**config.mk**
```make
export PLATFORM = sky130hd
export DESIGN_NAME = dpram_rd_streamer
export DESIGN_NICKNAME = d
export VERILOG_FILES = /design/src/rtl/dpram_rd_streamer.sv
export SDC_FILE = /design/constraint.sdc
export NUM_CORES = 1
export LEC_CHECK = 0
export ABC_AREA = 1
export CORE_ASPECT_RATIO = 0.6
export CORE_UTILIZATION = 50
export DETAILED_ROUTE_END_ITERATION = 16
export GPL_ROUTABILITY_DRIVEN = 0
export PLACE_DENSITY = 0.77
export SYNTH_ARGS = -nofsm -noshare
export SYNTH_HDL_FRONTEND = slang
export SYNTH_SLANG_ARGS = --single-unit
```
**constraint.sdc**
```tcl
create_clock -name clk -period 5.3 [get_ports clk]
set_input_delay 1.59 -clock clk [delete_from_list [all_inputs] [get_ports clk]]
set_output_delay 1.59 -clock clk [all_outputs]
set_load 0.02 [all_outputs]
```
**src/rtl/dpram_rd_streamer.sv**
```systemverilog
// Read-side streamer for dpram: issues a wrapping run of reads and presents the
// returned words as a valid/ready stream, hiding the one-cycle read latency.
module dpram_rd_streamer #(
   parameter int ADDR_WIDTH = 4,
   parameter int DATA_WIDTH = 4
) (
   input  logic                  clk,
   input  logic                  rst_n,
   input  logic                  start,
   input  logic [ADDR_WIDTH-1:0] base_addr,
   input  logic [ADDR_WIDTH:0]   length,
   output logic                  busy,
   output logic                  done,
   output logic [ADDR_WIDTH-1:0] rdaddr,
   input  logic [DATA_WIDTH-1:0] rddata,
   output logic                  m_valid,
   input  logic                  m_ready,
   output logic [DATA_WIDTH-1:0] m_data,
   output logic                  m_last
);

   typedef enum logic [1:0] {IDLE, ISSUE, DRAIN, FINISH} state_t;

   localparam logic [ADDR_WIDTH:0] LEN_ONE  = (ADDR_WIDTH+1)'(1);
   localparam logic [ADDR_WIDTH:0] LEN_ZERO = '0;

   state_t                state_reg;
   logic [ADDR_WIDTH-1:0] rdaddr_reg;
   logic [ADDR_WIDTH:0]   remaining_reg;
   logic                  pend_reg;
   logic                  pend_last_reg;
   logic [DATA_WIDTH-1:0] fifo_data [2];
   logic                  fifo_last [2];
   logic                  wr_ptr_reg;
   logic                  rd_ptr_reg;
   logic [1:0]            count_reg;

   logic                  push;
   logic                  pop;
   logic                  issue;
   logic [1:0]            credit_use;

   assign push = pend_reg;
   assign pop  = m_valid & m_ready;

   // Occupancy is taken after this cycle's pop so a steady stream keeps one
   // read in flight and one word buffered, sustaining a beat per clock.
   assign credit_use = count_reg + 2'(pend_reg) - 2'(pop);
   assign issue      = (state_reg == ISSUE) && (credit_use < 2'd2);

   assign busy    = (state_reg != IDLE);
   assign done    = (state_reg == FINISH);
   assign rdaddr  = rdaddr_reg;
   assign m_valid = (count_reg != 2'd0);
   assign m_data  = fifo_data[rd_ptr_reg];
   assign m_last  = m_valid & fifo_last[rd_ptr_reg];

   always_ff @(posedge clk) begin
      if (!rst_n) begin
         state_reg     <= IDLE;
         rdaddr_reg    <= '0;
         remaining_reg <= '0;
         pend_reg      <= 1'b0;
         pend_last_reg <= 1'b0;
         fifo_data[0]  <= '0;
         fifo_data[1]  <= '0;
         fifo_last[0]  <= 1'b0;
         fifo_last[1]  <= 1'b0;
         wr_ptr_reg    <= 1'b0;
         rd_ptr_reg    <= 1'b0;
         count_reg     <= 2'd0;
      end else begin
         case (state_reg)
            IDLE: begin
               if (start) begin
                  rdaddr_reg    <= base_addr;
                  remaining_reg <= length;
                  state_reg     <= (length == LEN_ZERO) ? FINISH : ISSUE;
               end
            end
            ISSUE: begin
               if (issue) begin
                  rdaddr_reg    <= rdaddr_reg + 1'b1;
                  remaining_reg <= remaining_reg - LEN_ONE;
                  if (remaining_reg == LEN_ONE) state_reg <= DRAIN;
               end
            end
            DRAIN: begin
               if (pop && m_last) state_reg <= FINISH;
            end
            FINISH:  state_reg <= IDLE;
            default: state_reg <= IDLE;
         endcase

         // The last flag travels with its read so m_last is tied to the word.
         pend_reg      <= issue;
         pend_last_reg <= issue && (remaining_reg == LEN_ONE);

         if (push) begin
            fifo_data[wr_ptr_reg] <= rddata;
            fifo_last[wr_ptr_reg] <= pend_last_reg;
            wr_ptr_reg            <= ~wr_ptr_reg;
         end
         if (pop) rd_ptr_reg <= ~rd_ptr_reg;
         count_reg <= count_reg + 2'(push) - 2'(pop);
      end
   end

endmodule

```
==> Word level (Yosys, flattened, before mapping) <==
Memories as Yosys holds them, arrays and structs flattened. A register that Yosys moved wholly into a read port is not among the register bits.
Cells that the tools add are included.
{ "totals": {"latchBits": 0, "n_memories": 2, "input_bits": 17, "output_inout_bits": 12, "regBits": 17, "mem_bits_ro": 0, "mem_bits_rw": 10} }
{ "op_classes": {"shift": 0, "mux": 26, "n_mul": 0, "add_sub_neg": 4, "magnitude_cmp": 1, "n_eq_ne": 8, "n_bitwise": 4, "reduce_logical": 12, "n_div": 0} }
{ "mem_list": {"columns": ["name", "words", "width", "read_ports", "rd_ports_with_merged_regs", "wr", "line", "source"], "rows": [
  ["fifo_data", 2, 4, 1, 1, 2, "32", "logic [DATA_WIDTH-1:0] fifo_data [2];"],
  ["fifo_last", 2, 1, 1, 1, 2, "33", "logic fifo_last [2];"]
]} }
{ "ops": {"columns": ["op", "n"], "rows": [
  ["two-way mux 1 bit", 13],
  ["two-way mux 4 bit", 3],
  ["two-way mux 2 bit", 5],
  ["two-way mux 5 bit", 2],
  ["one-hot mux 5 bit (2 select lines)", 1],
  ["one-hot mux 2 bit (4 select lines)", 1],
  ["one-hot mux 4 bit (2 select lines)", 1],
  ["!= test 2 bit (second input constant)", 3],
  ["nonzero test 2 bit", 3],
  ["== test 5 x 1 -> 1 bit (second input constant)", 1],
  ["zero test 5 bit", 1],
  ["subtractor 5 x 1 -> 5 bit (second input constant)", 1],
  ["adder 4 x 1 -> 4 bit (second input constant)", 1],
  ["== test 2 bit (second input constant)", 2],
  ["AND reduction 4 bit", 1],
  ["OR reduction 4 bit", 1],
  ["logical AND 1 bit", 3],
  ["AND reduction 3 bit", 1],
  ["adder 2 x 1 -> 2 bit", 1],
  ["bitwise AND 1 bit", 2],
  ["== test 2 x 1 -> 1 bit (second input constant)", 1],
  ["zero test 2 bit", 1],
  ["less-than comparator 2 bit (second input constant)", 1],
  ["!= test 2 x 1 -> 1 bit (second input constant)", 1],
  ["3 further kinds", 4]
]} }

==> Longest topological paths before layout <==
{ "logic_depth": {"ltp_word": 7, "depth_mapped": 17, "mapped_depth_nobuf": 17} }

==> Worst setup path before layout <==
Ideal clock, no wire load.
{ "synth_path": {"path_type": "in2reg", "start": "input m_ready", "end": "register remaining_reg[3]", "setup_ps": 111, "stages": 14, "arrival_time_ps": 2842, "path_slack_ps": 2347, "path_cell_list": "nand2_1 > inv_1 > ha_1 > inv_1 > ha_1 > inv_1 > nand2_1 > nand2_1 > nand2_2 > nand3_2 > nand3_4 > buf_12 > nor2_1 > nor2_1"} }
{ "synth_between": {"elab_chain_cells": 6} }
{ "synth_lines": {"columns": ["element", "line", "source"], "rows": [
  ["from (decl)", "17", "input logic m_ready,"],
  ["bitwise AND 1 bit", "44", "assign pop = m_valid & m_ready;"],
  ["net pop", "39", "logic pop;"],
  ["subtractor 2 x 1 -> 2 bit", "48", "assign credit_use = count_reg + 2'(pend_reg) - 2'(pop);"],
  ["less-than comparator 2 bit", "49", "assign issue = (state_reg == ISSUE) && (credit_use < 2'd2);"],
  ["logical AND 1 bit", "49", null],
  ["!= test 2 bit (no source line)", null, null],
  ["AND reduction 3 bit (no source line)", null, null],
  ["to (signal assigned)", "77", "remaining_reg <= length;"],
  ["to (signal assigned)", "84", "remaining_reg <= remaining_reg - LEN_ONE;"],
  ["to (decl)", "29", "logic [ADDR_WIDTH:0] remaining_reg;"]
]} }
The timed path passes the listed nets, and every way through them passes these cells.
A chain may end at the register's enable or synchronous reset.

==> Final worst setup path <==
{ "layout_path": {"start": "input m_ready", "end": "register rdaddr_reg[1], in the netlist rdaddr[1]"} }
{ "layout_between": {"elab_chain_cells": 6} }
{ "layout_lines": {"columns": ["element", "line", "source"], "rows": [
  ["bitwise AND 1 bit", "44", null],
  ["net pop", "39", null],
  ["subtractor 2 x 1 -> 2 bit", "48", null],
  ["less-than comparator 2 bit", "49", null],
  ["logical AND 1 bit", "49", null],
  ["!= test 2 bit (no source line)", null, null],
  ["AND reduction 3 bit (no source line)", null, null],
  ["to (signal assigned)", "76", "rdaddr_reg <= base_addr;"],
  ["to (signal assigned)", "83", "rdaddr_reg <= rdaddr_reg + 1'b1;"],
  ["to (decl)", "28", "logic [ADDR_WIDTH-1:0] rdaddr_reg;"]
]} }
The timed path passes the listed nets, and every way through them passes these cells.

==> flow_summary.yaml <==
run_status:
  status: "finished clean"
sta:
  setup_viol: 0
  min_period_ns: 3.33
  hold_viol_final: 0
  slew_headroom_pct: 60.9
  clock_skew_ns: 0.00654
  tightest_slew_ns: 0.585
  report.final.slew_viol_count: 0
  timing.fmax_mhz: 300
  fin_setup_tns_ns: 0
  rsz0062_at_grt: "false"
  period_share_pct: 62.9
clock_tree:
  hold_buffers: 0
  cts_tree: "done"
  cts_resized: 0
  clockRootBuffer: "clkbuf_8"
  clk_latency_ns: 0.28
  clk_pin_slew_worst_paths_ns: 0.10
  cts_made_buffers: 3
  post_cts_buffers: 0
  cts.htree.levels: 1
  clock-sinks: 28
  clockBufferDepth: 2
yosys:
  synth_top_area_share_pct: 25.8
  netlist_instances: 199
  synth_top_family_by_area: "simple AND/OR/NAND/NOR gates"
  synth.most_common_cell: "nand2_1"
  synth-compound-area-share_pct: 8.21
  ys_ff_latch: 28
  synth_edf_count: 8
  synth_area_leader_cell: "dfxtp_1"
  synth_area_per_cell_sq_um: 7.81
  synthFlopType: "dfxtp_1"
  synth_fa_ha_area_share_pct: 8.05
  synth_xor_area_share_pct: 2.25
  synth_area_sq_mm: 0.00155
  syn_nets: 226
  yosysSeqAreaShare_pct: 41.2
  yosys-mux-area-fraction_pct: 0.644
  synthDistinctLibCells: 27
  synth.area.top_cells: "dfxtp_1 26%, edfxtp_1 15%, nand2_1 14%"
  synthTopCellsByCount: "57 x nand2_1, 22 x nor2_1, 20 x dfxtp_1, 19 x inv_1"
  yosysWarningCount: 0
  synth-simple-area-share_pct: 31.1
  async_flop_share_pct: 0
drt:
  drtAntennaViolNets: 0
  wirelength_mm: 2.96
  vias_per_cell: 4.64
  drt_iter0_markers: 59
  vias: 1249
  avgRoutedWirePerCell_microns: 11.0
  drt_pass1_iterations: 4
  drc: 0
floorplanning:
  chipHeight_microns: 45.2
  num_rows: 15
  die-area_sq_mm: 0.00334
  initial_core_util_pct: 53.4
  io_pins: 29
  die_x_microns: 74.0
  placeableCoreArea_sq_mm: 0.00291
pwr:
  clockPowerShare_pct: 17.1
  combPwrFrac_pct: 49.6
  p_per_area_mw_per_mm2: 517
  switching_share_pct: 41.6
  ir_drop_v: 0.000261
  switchingPower_mw: 0.413
  p_leak_nw: 0.876
  pwr-share-seq_pct: 33.2
  cellInternalPower_mw: 0.579
  finalPower_mw: 0.991
worst_setup_path:
  path_class: "primary input to flip-flop"
  setup.worst_path.end: "rdaddr[1]"
  r2r_end: "rdaddr[1]"
  crit_start: "m_ready"
  crit-reg2reg-launch: "count_reg[1]"
  cp.arrival_ns: 3.55
  cp_max_fo: 12
  required_ns: 5.52
  worst_r2r_path_depth: 16
  rrSetupSlack_ns: 3.19
  cp-end-kind: "flip-flop"
  start_kind: "primary input"
layout:
  n_antenna_cell: 0
  drive_gt1_share_pct: 12.8
  largest_register_ffs: 8
  syn2layout_area_growth_pct: 23.3
  nets: 255
flow_run:
  maxCapViolations: 0
global_routing:
  track_usage_pct: 19.9
  grt_overflow: 0
  grt_max_degree: 17
  grt_pass1_wl_mm: 4.95
  grt_pass1_vias: 1090
  antenna_found_initial: 0
placement:
  port_buffers: 28
  hpwl_mm: 2.31
min_path:
  hold_class: "flip-flop to flip-flop"
## cell usage in the layout (no fill, tap or decap), drive strengths merged
| cell type | n |
|---|---|
| a21oi | 10 |
| o21ai | 11 |
| nand3 | 11 |
| nand2 | 67 |
| nor2 | 22 |
| dfxtp | 20 |
| inv | 24 |
| mux2i | 1 |
| xor2 | 4 |
| nand3b | 1 |
| clkdlybuf4s50 | 28 |
| nor3 | 3 |
| edfxtp | 8 |
| or2 | 2 |
| ha | 10 |
| and2 | 1 |
| clkbuf | 3 |
| bufinv | 1 |
## worst max-delay path: stages
cell,delay [ns]
clkdlybuf4s50_1,0.48
nand2_1,0.05
inv_1,0.10
ha_1,0.23
inv_1,0.06
ha_1,0.15
inv_1,0.04
nand2_1,0.08
nand3_2,0.10
nand3_2,0.12
nand3_4,0.18
inv_2,0.18
nand2_1,0.08
a21oi_2,0.12
## final cells by class
type | instances | area, sq um
fillers | 266 | 993
multi-input cells | 143 | 781
flip-flops and latches | 28 | 641
repair buffers | 28 | 280
inverters | 24 | 90.1
well taps | 42 | 52.6
clock buffers | 3 | 41.3
clock inverters | 1 | 30.0
## through the flow
| step | utilization (%) | instances | worst slack, ns | instance area [sq um] | hold slack, ns |
|---|---|---|---|---|---|
| global route | 65.8 | 269 | 1.83 | 1920 | 0.476 |
| global placement | 63.4 | 265 | 1.73 | 1840 | 0.439 |
| floorplan | - | 199 | 2.35 | 1550 | 0.426 |
| finish | 65.8 | 269 | 1.97 | 1920 | 0.460 |
| detailed placement | 63.4 | 265 | 1.69 | 1840 | 0.447 |
| CTS | 65.8 | 269 | 1.97 | 1920 | 0.461 |
## kinds of logic (layout without fill, tap and decap cells)
group / after synthesis / count (layout)
AOI/OAI and AO/OA: 21 / 21
buffers and inverters: 28 / 56
and+or+nand+nor: 107 / 107
muxes: 1 / 1
DFF: 28 / 28
adders and majority gates: 10 / 10
xor gates and xnor gates: 4 / 4
## layer usage
| layer | wire length (microns) | part of all wire, % | vias up | GRT usage, % |
|---|---|---|---|---|
| li1 | - | - | 682 | - |
| met1 | 1700 | 57 | 536 | 32.6 |
| met2 | 1100 | 37 | 29 | 26.2 |
| met3 | 154 | 5.2 | 2 | 4.69 |
| met4 | 4 | 0.14 | 0 | 2.31 |
| met5 | 0 | 0 | - | 0 |
## power groups by stage
stage / Clock [mW] / Combinational (mW) / Sequential, mW
5_1_grt: 0.183 / 0.555 / 0.338
2_1_floorplan: 0 / 0.373 / 0.338
3_3_place_gp: 0 / 0.484 / 0.333
4_1_cts: 0.173 / 0.493 / 0.330
3_5_place_dp: 0 / 0.492 / 0.334
6_report: 0.170 / 0.492 / 0.329
## worst min-delay path by stage
stage | from | depth (start not counted) | endpoint
5_1_grt | rd_ptr_reg | 1 | flip-flop
2_1_floorplan | rd_ptr_reg | 1 | flip-flop
3_3_place_gp | rd_ptr_reg | 1 | flip-flop
4_1_cts | rd_ptr_reg | 1 | flip-flop
6_report | rd_ptr_reg | 1 | flip-flop
3_5_place_dp | rd_ptr_reg | 1 | flip-flop
No activity file was read; power rests on OpenSTA's default activity.
